### src/rtl/kanade_mem_pkg.sv
// rtl/kanade_mem_pkg.sv - shared encodings and helpers for the load/store unit
package kanade_mem_pkg;

  localparam int unsigned RAM_AW = 30;

  typedef enum logic [1:0] {
    SIZE_BYTE = 2'b00,
    SIZE_HALF = 2'b01,
    SIZE_WORD = 2'b10,
    SIZE_RSVD = 2'b11
  } size_e;

  typedef enum logic [2:0] {
    IDLE,
    READ,
    WAIT,
    WRITE,
    RESP
  } lsu_state_e;

  // Reserved size is treated as misaligned so it takes the reject path.
  function automatic logic is_misaligned(input logic [1:0] size, input logic [1:0] lane);
    case (size)
      SIZE_BYTE: return 1'b0;
      SIZE_HALF: return lane[0];
      SIZE_WORD: return lane != 2'b00;
      default:   return 1'b1;
    endcase
  endfunction

endpackage

### src/rtl/load_store_unit_if.sv
// rtl/load_store_unit_if.sv - CPU request and RAM port bundle for the load/store unit
interface load_store_unit_if;
  import kanade_mem_pkg::*;

  logic              req;
  logic              we;
  logic [1:0]        size;
  logic              sign_ext;
  logic [31:0]       addr;
  logic [31:0]       wdata;
  logic              ready;
  logic              done;
  logic              err;
  logic [31:0]       rdata;
  logic              ram_wren;
  logic [RAM_AW-1:0] ram_address;
  logic [31:0]       ram_data;
  logic [31:0]       ram_q;

  modport master (
    output req, we, size, sign_ext, addr, wdata, ram_q,
    input  ready, done, err, rdata, ram_wren, ram_address, ram_data
  );

  modport slave (
    input  req, we, size, sign_ext, addr, wdata, ram_q,
    output ready, done, err, rdata, ram_wren, ram_address, ram_data
  );

endinterface

### src/rtl/load_store_unit_align.sv
// rtl/load_store_unit_align.sv - little-endian lane extract/extend and sub-word merge
module lsu_align
  import kanade_mem_pkg::*;
(
  input  logic [1:0]  size_i,
  input  logic [1:0]  lane_i,
  input  logic        sign_ext_i,
  input  logic [31:0] ram_q_i,
  input  logic [31:0] wdata_i,
  output logic [31:0] load_data_o,
  output logic [31:0] merge_data_o
);

  logic [7:0]  byte_sel;
  logic [15:0] half_sel;

  always_comb begin
    byte_sel     = ram_q_i[{lane_i, 3'b000} +: 8];
    half_sel     = lane_i[1] ? ram_q_i[31:16] : ram_q_i[15:0];
    load_data_o  = ram_q_i;
    merge_data_o = ram_q_i;
    case (size_i)
      SIZE_BYTE: begin
        load_data_o = {{24{sign_ext_i & byte_sel[7]}}, byte_sel};
        merge_data_o[{lane_i, 3'b000} +: 8] = wdata_i[7:0];
      end
      SIZE_HALF: begin
        load_data_o = {{16{sign_ext_i & half_sel[15]}}, half_sel};
        if (lane_i[1]) merge_data_o[31:16] = wdata_i[15:0];
        else           merge_data_o[15:0]  = wdata_i[15:0];
      end
      default: begin
        load_data_o  = ram_q_i;
        merge_data_o = wdata_i;
      end
    endcase
  end

endmodule

### src/rtl/load_store_unit.sv
// rtl/load_store_unit.sv - single-outstanding load/store FSM with read-modify-write for sub-word stores
module load_store_unit
  import kanade_mem_pkg::*;
(
  input  logic             clk,
  input  logic             rst_n,
  load_store_unit_if.slave bus
);

  lsu_state_e  state_q, state_d;
  logic [31:0] addr_q, addr_d;
  logic [31:0] wdata_q, wdata_d;
  logic [31:0] wword_q, wword_d;
  logic [31:0] rdata_q, rdata_d;
  logic [1:0]  size_q, size_d;
  logic        we_q, we_d;
  logic        sign_ext_q, sign_ext_d;
  logic        err_q, err_d;

  logic [31:0] load_data;
  logic [31:0] merge_data;
  logic        misaligned;

  lsu_align u_align (
    .size_i       (size_q),
    .lane_i       (addr_q[1:0]),
    .sign_ext_i   (sign_ext_q),
    .ram_q_i      (bus.ram_q),
    .wdata_i      (wdata_q),
    .load_data_o  (load_data),
    .merge_data_o (merge_data)
  );

  assign misaligned = is_misaligned(bus.size, bus.addr[1:0]);

  always_ff @(posedge clk or negedge rst_n) begin
    if (!rst_n) begin
      state_q    <= IDLE;
      addr_q     <= '0;
      wdata_q    <= '0;
      wword_q    <= '0;
      rdata_q    <= '0;
      size_q     <= '0;
      we_q       <= 1'b0;
      sign_ext_q <= 1'b0;
      err_q      <= 1'b0;
    end else begin
      state_q    <= state_d;
      addr_q     <= addr_d;
      wdata_q    <= wdata_d;
      wword_q    <= wword_d;
      rdata_q    <= rdata_d;
      size_q     <= size_d;
      we_q       <= we_d;
      sign_ext_q <= sign_ext_d;
      err_q      <= err_d;
    end
  end

  always_comb begin
    state_d         = state_q;
    addr_d          = addr_q;
    wdata_d         = wdata_q;
    wword_d         = wword_q;
    rdata_d         = rdata_q;
    size_d          = size_q;
    we_d            = we_q;
    sign_ext_d      = sign_ext_q;
    err_d           = err_q;
    bus.ready       = 1'b0;
    bus.done        = 1'b0;
    bus.err         = 1'b0;
    bus.ram_wren    = 1'b0;
    bus.ram_address = '0;
    bus.ram_data    = '0;

    case (state_q)
      IDLE: begin
        bus.ready = 1'b1;
        if (bus.req) begin
          addr_d     = bus.addr;
          wdata_d    = bus.wdata;
          wword_d    = bus.wdata;
          size_d     = bus.size;
          we_d       = bus.we;
          sign_ext_d = bus.sign_ext;
          err_d      = misaligned;
          if (misaligned)                             state_d = RESP;
          else if (bus.we && bus.size == SIZE_WORD)   state_d = WRITE;
          else                                        state_d = READ;
        end
      end
      READ: begin
        bus.ram_address = addr_q[31:2];
        state_d         = WAIT;
      end
      WAIT: begin
        // ram_q now holds the word addressed in READ.
        bus.ram_address = addr_q[31:2];
        if (we_q) begin
          wword_d = merge_data;
          state_d = WRITE;
        end else begin
          rdata_d = load_data;
          state_d = RESP;
        end
      end
      WRITE: begin
        bus.ram_address = addr_q[31:2];
        bus.ram_wren    = 1'b1;
        bus.ram_data    = wword_q;
        state_d         = RESP;
      end
      RESP: begin
        bus.done = 1'b1;
        bus.err  = err_q;
        state_d  = IDLE;
      end
      default: state_d = IDLE;
    endcase
  end

  assign bus.rdata = rdata_q;

endmodule

### src/flat_wrapper.sv
// flat-port wrapper written by rule: the top's interface ports become plain ports
module load_store_unit_flat import kanade_mem_pkg::*;
  (clk, rst_n, bus_req, bus_we, bus_size, bus_sign_ext, bus_addr, bus_wdata, bus_ram_q, bus_ready, bus_done, bus_err, bus_rdata, bus_ram_wren, bus_ram_address, bus_ram_data);
  load_store_unit_if bus_i ();
  input  logic clk;
  input  logic rst_n;
  input wire logic [$bits(bus_i.req)-1:0] bus_req;
  input wire logic [$bits(bus_i.we)-1:0] bus_we;
  input wire logic [$bits(bus_i.size)-1:0] bus_size;
  input wire logic [$bits(bus_i.sign_ext)-1:0] bus_sign_ext;
  input wire logic [$bits(bus_i.addr)-1:0] bus_addr;
  input wire logic [$bits(bus_i.wdata)-1:0] bus_wdata;
  input wire logic [$bits(bus_i.ram_q)-1:0] bus_ram_q;
  output wire logic [$bits(bus_i.ready)-1:0] bus_ready;
  output wire logic [$bits(bus_i.done)-1:0] bus_done;
  output wire logic [$bits(bus_i.err)-1:0] bus_err;
  output wire logic [$bits(bus_i.rdata)-1:0] bus_rdata;
  output wire logic [$bits(bus_i.ram_wren)-1:0] bus_ram_wren;
  output wire logic [$bits(bus_i.ram_address)-1:0] bus_ram_address;
  output wire logic [$bits(bus_i.ram_data)-1:0] bus_ram_data;
  assign bus_i.req = bus_req;
  assign bus_i.we = bus_we;
  assign bus_i.size = bus_size;
  assign bus_i.sign_ext = bus_sign_ext;
  assign bus_i.addr = bus_addr;
  assign bus_i.wdata = bus_wdata;
  assign bus_i.ram_q = bus_ram_q;
  assign bus_ready = bus_i.ready;
  assign bus_done = bus_i.done;
  assign bus_err = bus_i.err;
  assign bus_rdata = bus_i.rdata;
  assign bus_ram_wren = bus_i.ram_wren;
  assign bus_ram_address = bus_i.ram_address;
  assign bus_ram_data = bus_i.ram_data;
  load_store_unit u_core (.clk(clk), .rst_n(rst_n), .bus(bus_i));
endmodule
### config.mk
export PLATFORM = sky130hd
export DESIGN_NAME = load_store_unit_flat
export DESIGN_NICKNAME = d
export VERILOG_FILES = /design/src/rtl/kanade_mem_pkg.sv /design/src/rtl/load_store_unit_if.sv /design/src/rtl/load_store_unit_align.sv /design/src/rtl/load_store_unit.sv /design/src/flat_wrapper.sv
export SDC_FILE = /design/constraint.sdc
export NUM_CORES = 1
export LEC_CHECK = 0
export CAP_MARGIN = 0
export CORE_MARGIN = 1.5
export CORE_UTILIZATION = 53
export CTS_BUF_LIST = sky130_fd_sc_hd__clkbuf_4 sky130_fd_sc_hd__clkbuf_8 sky130_fd_sc_hd__clkbuf_16
export DETAILED_ROUTE_END_ITERATION = 8
export PLACE_DENSITY = 0.86
export RECOVER_POWER = 100
export SYNTH_ARGS = -nofsm -noshare
export SYNTH_HDL_FRONTEND = slang
export SYNTH_HIERARCHICAL = 1
export SYNTH_SLANG_ARGS = --single-unit
### constraint.sdc
create_clock -name clk -period 5.4 [get_ports clk]
set_clock_uncertainty 0.05 [all_clocks]
set_input_delay 0.81 -clock clk [delete_from_list [all_inputs] [get_ports clk]]
set_output_delay 0.81 -clock clk [all_outputs]
set_load 0.02 [all_outputs]
**Word-level counts from Yosys, hierarchy flattened**

Index checks and enable logic that the tools add are counted.
W data, S select, Z words.

- Register bits after elaboration: 136
- Input bits: 103

- Add/subtract/negate cells: 1
- Eq/ne operators: 9
- Shift-type cells: 3
- Multiplexer cells: 21
- Bitwise gates (word level): 3
- Reduce and logical (&&, ||, !) cells: 10

Operators by type and width:

| operator | count |
|---|---|
| $pmux W32 S2 | 3 |
| $mux W32 | 3 |
| $mux W16 | 3 |
| $bwmux W32 | 1 |
| $shift A8 B7 Y32 const A | 1 |
| $shiftx A32 B6 Y8 | 1 |
| $shiftx A8 B7 Y32 | 1 |
| $mux W30 | 1 |
| $pmux W3 S4 | 1 |
| $mux W3 | 3 |
| $neg A5 Y7 | 1 |
| $eq A3 B2 Y1 const B | 2 |
| $eq A2 B1 Y1 const B | 2 |
| $logic_not A2 Y1 | 2 |
| $mux W1 | 4 |
| $reduce_and A2 Y1 | 2 |
| $reduce_bool A2 Y1 | 2 |
| $eq A3 B1 Y1 const B | 1 |
| $eq A3 B3 Y1 const B | 1 |
| $logic_not A3 Y1 | 1 |
| $pmux W1 S3 | 1 |
| $reduce_and A3 Y1 | 1 |
| $reduce_or A3 Y1 | 1 |
| $and A1 B1 Y1 | 2 |
| other kinds (6) | 6 |

**Logic depth before layout (Yosys ltp)**

Gate-level depths: netlist (run 1).

- Depth after elaboration: 6
- Mapped depth: 10

**Modules after synthesis**

Netlist (run 1), hierarchy kept.

Modules (own cells, without submodules):

| module | times used | cells an instance | area each (um^2) | sequential area each (um^2) |
|---|---|---|---|---|
| load_store_unit | 1 | 416 | 5988.2 | 3403.3 |
| lsu_align | 1 | 234 | 1526.5 | 0.0 |

**Worst setup path before layout (run 1)**

OpenSTA, ideal clock, no wires.

- Kind: register to register
- Start point: reg u_core.addr_q[1]
- End point: reg u_core.wword_q[6]
- Library setup time: 128 ps
- Arrival: 2202 ps
- Setup slack: 3021 ps
- Cell stages (with the launch flop): 10
- Period minus slack after synthesis: 2379 ps
- Cells stage by stage: dfrtp_1 > buf_2 > buf_4 > inv_1 > ha_1 > nor2_1 > a41o_1 > a22o_1 > mux2_2 > mux2_1

- Word-level cells in the longest chain between the ends: 6
- Elaborated cells on any way between the ends: 8
- Classes of those cells: add/sub: 1; shift: 2; mux: 5

RTL lines:

| what | RTL line | text |
|---|---|---|
| start: declaration | load_store_unit.sv:11 | `logic [31:0] addr_q, addr_d;` |
| start signal: assignment | load_store_unit.sv:49 | `addr_q <= addr_d;` |
| $neg A5 Y7 | load_store_unit_align.sv:25 | `merge_data_o[{lane_i, 3'b000} +: 8] = wdata_i[7:0];` |
| $shiftx A8 B7 Y32 or $shift A8 B7 Y32 (tied branches) | load_store_unit_align.sv:25 |  |
| $bwmux W32 | load_store_unit_align.sv:25 |  |
| $pmux W32 S2 * | load_store_unit_align.sv:22 | `case (size_i)` |
| net u_core.merge_data[6] | load_store_unit.sv:21 | `logic [31:0] merge_data;` |
| $mux W32 * | load_store_unit.sv:100 | `if (we_q) begin` |
| $pmux W32 S2 * | load_store_unit.sv:77 | `case (state_q)` |
| end signal: assignment | load_store_unit.sv:51 | `wword_q <= wword_d;` |
| end: declaration | load_store_unit.sv:13 | `logic [31:0] wword_q, wword_d;` |

Mark *: on every way through the listed nets, which the timed path passes. The rest lies on a longest branch. The select of a mux whose other input is x is not followed.
A chain may end at the register's enable or synchronous reset.

**Worst setup path in the final report (run 1)**

- Start point: reg u_core.state_q[1]
- End point: out bus_ram_address[23]

- Word-level cells in the longest chain between the ends: 3
- Elaborated cells on any way between the ends: 5
- Classes of those cells: eq/ne: 3; mux: 1; reduce/logical: 1

RTL lines:

| what | RTL line | text |
|---|---|---|
| start: declaration | load_store_unit.sv:10 | `lsu_state_e state_q, state_d;` |
| start signal: assignment | load_store_unit.sv:48 | `state_q <= state_d;` |
| $eq A3 B1 Y1 or $eq A3 B2 Y1 (tied branches) | load_store_unit.sv:77 |  |
| $reduce_or A3 Y1 (no line) * | - |  |
| $mux W30 * | load_store_unit.sv:77 |  |
| end: declaration | flat_wrapper.sv:19 | `output wire logic [$bits(bus_i.ram_address)-1:0] bus_ram_address;` |

Every way passes the cells marked *; elsewhere a longest branch is shown, timed or not.

==> results.tsv, run 1 <==
metric	value	unit
status	finished with violations	
failing checks	max-capacitance violations, max-slew violations	
global-route wire length before repair	33150	microns
Avg Inst Size Synth	11.56	sq um
post-detail-place hpwl	15380	microns
Cell variety after synth	45	
Post-CTS Setup Bufs	0	
Cell Area, Synth	0.007515	sq mm
1st-pass router iterations	7	
most common cell after layout, fill and taps aside	mux2_2	
met2 Resource Use GR	0.4768	
antenna violations before repair	0	
layout cells sized above 1	0.2494	
drt drc	0	
clock share of power	0.174	
gr ovfl total	0	
initial core utilization	0.5414	
final wirelength	21260	microns
CP Class	flip-flop to primary output	
Crit. End Element	primary output	
largest net degree at the start of global routing	88	
P&R area growth vs syn	33.38	%
Critical Path Fanout Max	30	
switching pwr	2.395	mW
Hold Crit Class	flip-flop to flip-flop	
most frequent cells in the layout	160 x mux2_2, 136 x dfrtp_1, 112 x clkdlybuf4s50_1, 87 x dlygate4sd3_1, 66 x nand2_1	
cell taking the most area after synthesis	dfrtp_1	
FF+latch count, synth	136	
die area	0.01490	sq mm
syn_nets	758	
CTS tree	done	
hold-fix buffers at CTS	0	
Routed wire per std cell	20.81	microns
Slew @ Worst Pin	2.154	ns
Synth top area share	0.4529	
nets	941	
Final Max Tran Viols	226	
vias per cell	5.867	
Power Total	6.209	mW
Rows	43	
final hold vios	0	
Internal	3.814	mW
Final GP Congestion	0.9442	
H-tree depth	4	
die width	122.1	microns
# clock sinks	136	
setup TNS	0	ns
max-cap viol count	6	
Critical Path Source Type	flip-flop	
minimum clock period	4.214	ns
sequential share of power	0.318	
worst endpoint required time	4.54	ns
post-synthesis cell count	650	
grt met1 use	0.3803	
CTS Buf Count	17	
Top-Level Pins	201	
PD cells	619.5	mW/mm^2
unrepaired setup endpoints after global routing	no	
core area	0.01388	sq mm
ant diodes	0	
GR peak layer	met2	
Clock Tree Buf Depth	2	
Max rail drop VDD	332.5	uV
routed vias	5996	
DR iter-0 viols	539	
synth top area cells	dfrtp_1 45%, mux2_2 25%, and2_1 5.3%	
post-route ant nets	0	
Die Ht	122.1	microns
CP arrival	3.35	ns
# resized after CTS	0	
switching share of total power	0.3858	
worst hold slack	0.4336	ns
highest clock rate	237.3	MHz
worst rel slew slack	-0.4357	
M3 GR Usage	0.07069	
crit share post-route	0.7803	
Logic pwr share	0.507	
Worst-path clk slew	0.05	ns
Ys Warns	6	
GRT Total Usage	0.2931	
Seq/Total Area, Yosys	0.4529	
final setup fails	0	
P_leak	4.358	nW
PortBufs	200	
vias in the first global route	6155	
Worst-Skew Late Latency	0.42	ns
root buf cell	clkbuf_16	
==> power groups by stage <==
stage                     Combinational (mW)  Sequential, mW  Clock (mW)
final                                   3.15            1.98        1.08
after global routing                    3.38            2.04        1.15
after CTS                               3.24            1.98        1.10
after detailed placement                3.21            1.99           0
after global placement                  3.14            1.95           0
after floorplan                         2.27            1.89           0
==> final timing paths <==
| path | cells after the start | to | slack, ns | startpoint |
|---|---|---|---|---|
| min in group asynchronous | 1 | u_core/wdata_q[5] | 0.98 | rst_n |
| setup reg to reg | 6 | u_core/wword_q[0] | 1.49 | u_core/size_q[0] |
| hold reg to reg | 1 | u_core/addr_q[2] | 0.43 | u_core/addr_q[2] |
| max in group asynchronous | 2 | u_core/wdata_q[21] | 2.16 | rst_n |
| setup / recovery | 4 | bus_ram_address[23] | 1.19 | u_core/state_q[1] |
| hold / removal | 1 | u_core/addr_q[2] | 0.43 | u_core/addr_q[2] |
==> worst max-delay path: stages, from the launching register on <==
cell and delay, ns:
dfrtp_1 0.67, nor2_1 0.15, nor2_1 1.15, and2_1 0.26
dlygate4sd3_1 0.70
==> cell type report <==
cell class,count,area (sq um)
clock inverters,4,45.04
fillers,955,3857
multi-input cells,458,3762
flip-flops and latches,136,3403
repair buffers,207,2036
inverters,13,48.80
clock buffers,24,503.0
well taps,180,225.2
==> per-layer routing <==
metal,part of all wire,vias to the layer above
met5,0,-
met3,0.095,34
li1,-,2702
met4,0.021,0
met1,0.41,2940
met2,0.47,320
==> Yosys cell counts, drive strengths merged <==
cell / number
o211a: 1
inv: 13
a41o: 1
nor2: 12
buf: 30
or3: 1
a32o: 1
nor3b: 3
mux2: 172
and2: 64
or2: 1
nand4: 1
a221oi: 7
a21oi: 23
o21ai: 20
dfrtp: 136
a32oi: 1
and3: 2
a222oi: 7
o32a: 1
nand2b: 7
a31oi: 1
ha: 5
nor2b: 6
nand2: 66
a2bb2oi: 7
nor4b: 1
mux2i: 6
clkbuf: 13
nor3: 5
a22oi: 5
a22o: 10
a221o: 16
nand3b: 2
nor4: 1
a211oi: 2
==> logic make-up after synthesis <==
kind of cell / Yosys count / share of synthesized area
flops: 136 / 0.4529
fa+ha+maj: 5 / 0.008325
buf+inv: 56 / 0.04196
compound gates: 103 / 0.1079
mux: 178 / 0.2657
simple gates: 172 / 0.1232
==> state kept, by name, indices dropped and copies added (netlist names), 2 cells and up <==
| name | cells |
|---|---|
| u_core/wword_q | 32 |
| u_core/state_q | 3 |
| u_core/bus.rdata | 32 |
| u_core/wdata_q | 32 |
| u_core/addr_q | 32 |
| u_core/size_q | 2 |
==> stage by stage <==
stage	utilization	area, sq um	cells	setup slack, ns
finish	0.7221	10020	1022	1.186
global route	0.7221	10020	1022	0.9160
CTS	0.7262	10080	1022	1.207
detailed placement	0.6867	9532	994	1.654
global placement	0.6867	9532	994	1.815
floorplan	-	7515	650	3.021
(Power assumes the default switching activity.)
==> inputs of run 2 (changes only) <==
--- a/config.mk
+++ b/config.mk
@@ -7,10 +7,10 @@
 export LEC_CHECK = 0
 export CAP_MARGIN = 0
 export CORE_MARGIN = 1.5
-export CORE_UTILIZATION = 53
+export CORE_UTILIZATION = 45
 export CTS_BUF_LIST = sky130_fd_sc_hd__clkbuf_4 sky130_fd_sc_hd__clkbuf_8 sky130_fd_sc_hd__clkbuf_16
 export DETAILED_ROUTE_END_ITERATION = 8
-export PLACE_DENSITY = 0.86
+export PLACE_DENSITY = 0.78
 export RECOVER_POWER = 100
 export SYNTH_ARGS = -nofsm -noshare
 export SYNTH_HDL_FRONTEND = slang
==> constraint.sdc (replaced) <==
create_clock -name clk -period 3.5 [get_ports clk]
set_clock_uncertainty 0.05 [all_clocks]
set_input_delay 0.525 -clock clk [delete_from_list [all_inputs] [get_ports clk]]
set_output_delay 0.525 -clock clk [all_outputs]
set_load 0.02 [all_outputs]
==> run 2 against run 1 <==
The flow still finishes with violations (max-capacitance violations, max-slew violations); total power increased by 56%; setup slack got worse by 0.78 ns; largest power group unchanged; final cell count increased by 4.9%; sequential share of layout area shrank 0.45 points; critical endpoint is now u_core/wword_q[31]; count of clock-buffer cells in the layout down 7; cell area is 1.3% higher; register-to-register slack got worse by 1.1 ns; clock power grew 67%.
==> results.tsv, run 2 (same netlist as run 1, synthesis figures left out) <==
metric	value	unit	change
status	finished with violations		
failing checks	max-capacitance violations, max-slew violations		
minimum clock period	3.092	ns	
Rows	47		+9.3%
H-tree depth	4		unchanged
Fill cells	1346		+41%
post-detail-place hpwl	15530	microns	+0.98%
routed vias	5994		-0.033%
CTS Buf Count	17		unchanged
global-route wire length before repair	33760	microns	+1.8%
root buf cell	clkbuf_16		
Worst-Skew Late Latency	0.43	ns	about the same
CP arrival	3.41	ns	+0.06 ns
# resized after CTS	0		unchanged
Post-CTS Setup Bufs	0		unchanged
Top-Level Pins	201		unchanged
layout cells sized above 1	0.2617		+0.01233
unrepaired setup endpoints after global routing	no		
P&R area growth vs syn	35.16	%	
dpl cells	1040		+4.6%
Clock Tree Buf Depth	2		unchanged
Max rail drop VDD	531.5	uV	+60%
most common cell after layout, fill and taps aside	mux2_2		
ant diodes	0		unchanged
die area	0.01748	sq mm	+17%
core area	0.01647	sq mm	+19%
max-cap viol count	2		-4
Worst-path clk slew	0.06	ns	about the same
crit share post-route	0.8833		
PortBufs	200		unchanged
Critical Path Fanout Max	27		-10%
vias per cell	5.591		-4.7%
drt drc	0		unchanged
Crit. End Element	flip-flop		
Die Ht	132.2	microns	+8.3%
final hold vios	0		unchanged
gr ovfl total	0		unchanged
Final Max Tran Viols	116		-49%
Routed wire per std cell	19.88	microns	-4.4%
# clock sinks	136		unchanged
worst rel slew slack	-0.4463		-0.01059
post-layout util	0.6169		-0.1052
GRT Total Usage	0.2495		-0.04357
final wirelength	21310	microns	+0.24%
highest clock rate	323.5	MHz	
initial core utilization	0.4564		-0.08499
die width	132.2	microns	+8.3%
post-route ant nets	0		unchanged
Final GP Congestion	0.9923		+5.1%
PD cells	953.5	mW/mm^2	+54%
Hold Crit Class	flip-flop to flip-flop		
CP Class	flip-flop to flip-flop		
P_leak	4.425	nW	+1.5%
1st-pass router iterations	7		unchanged
Slew @ Worst Pin	2.169	ns	+0.01588 ns
worst endpoint required time	3.81	ns	-0.73 ns
Critical Path Source Type	flip-flop		
CTS tree	done		
nets	947		+0.64%
antenna violations before repair	0		unchanged
post-route non-filler standard cell count	1072		+4.9%
setup TNS	0	ns	unchanged
vias in the first global route	6123		-0.52%
hold-fix buffers at CTS	0		unchanged
final setup fails	0		unchanged
most frequent cells in the layout	163 x mux2_2, 136 x dfrtp_1, 104 x clkdlybuf4s50_1, 95 x dlygate4sd3_1, 66 x nand2_1		
largest net degree at the start of global routing	86		-2.3%
DR iter-0 viols	509		-5.6%
==> run 2: cell types whose count changed in the layout (fill, tap and decap cells not counted), moves of 5 or more <==
cell | before | now
and2_0 | 10 | 0
dlygate4sd3_1 | 87 | 95
clkinv_2 | 3 | 8
clkbuf_2 | 2 | 7
clkdlybuf4s50_1 | 112 | 104
and2_1 | 54 | 64
==> run 2: path summary, 6_finish.rpt <==
path | startpoint | endpoint | slack, ns | cells after the start
worst min-delay path | u_core/addr_q[2] | u_core/addr_q[2] | 0.43 | 1
worst max-delay path | u_core/addr_q[1] | u_core/wword_q[31] | 0.41 | 7
max in group asynchronous | rst_n | u_core/state_q[1] | 1.44 | 1
worst max register to register | u_core/addr_q[1] | u_core/wword_q[31] | 0.41 | 7
min in group asynchronous | rst_n | u_core/addr_q[0] | 0.68 | 1
worst min register to register | u_core/addr_q[2] | u_core/addr_q[2] | 0.43 | 1
==> run 2: layout make-up <==
class / count / area (sq um) / share of cell area
multi-input cells: 458 / 3760 / 0.3702
flip-flops and latches: 136 / 3403 / 0.3351
repair buffers: 213 / 2085 / 0.2052
clock buffers: 17 / 425.4 / 0.04188
well taps: 220 / 275.3 / 0.02710
clock inverters: 15 / 160.2 / 0.01577
inverters: 13 / 48.80 / 0.004804
==> run 2: report_power, final <==
| group | leakage [nW] | switching, mW | internal (mW) |
|---|---|---|---|
| logic | 2.52 | 2.48 | 2.46 |
| registers | 1.63 | 0.571 | 2.37 |
| clock network | 0.284 | 0.693 | 1.11 |
==> run 2: routing by layer <==
layer | wire length, microns | GRT usage
met5 | 0 | 0
met4 | 456 | 0.08242
met3 | 1967 | 0.07651
met2 | 10150 | 0.3999
met1 | 8743 | 0.3231
==> run 2: worst max-delay path: stages (launching register included) <==
cell and delay, ns:
dfrtp_1 0.34, clkbuf_2 0.52, ha_1 0.31, nand2_1 0.07, nor4_1 1.07, a221o_1 0.38, mux2_2 0.16, mux2_2 0.13
==> run 2: metrics by stage <==
| step | setup WS, ns | total power [mW] | instance area [sq um] | hold WS, ns |
|---|---|---|---|---|
| after floorplan | 1.121 | 6.409 | 7515 | 0.1794 |
| after global placement | 0.9453 | 7.993 | 9643 | 0.4086 |
| after detailed placement | 0.9615 | 8.082 | 9643 | 0.4211 |
| after CTS | 0.6127 | 9.917 | 10230 | 0.1375 |
| after global routing | 0.2457 | 10.26 | 10160 | 0.4618 |
| final | 0.4083 | 9.685 | 10160 | 0.4320 |
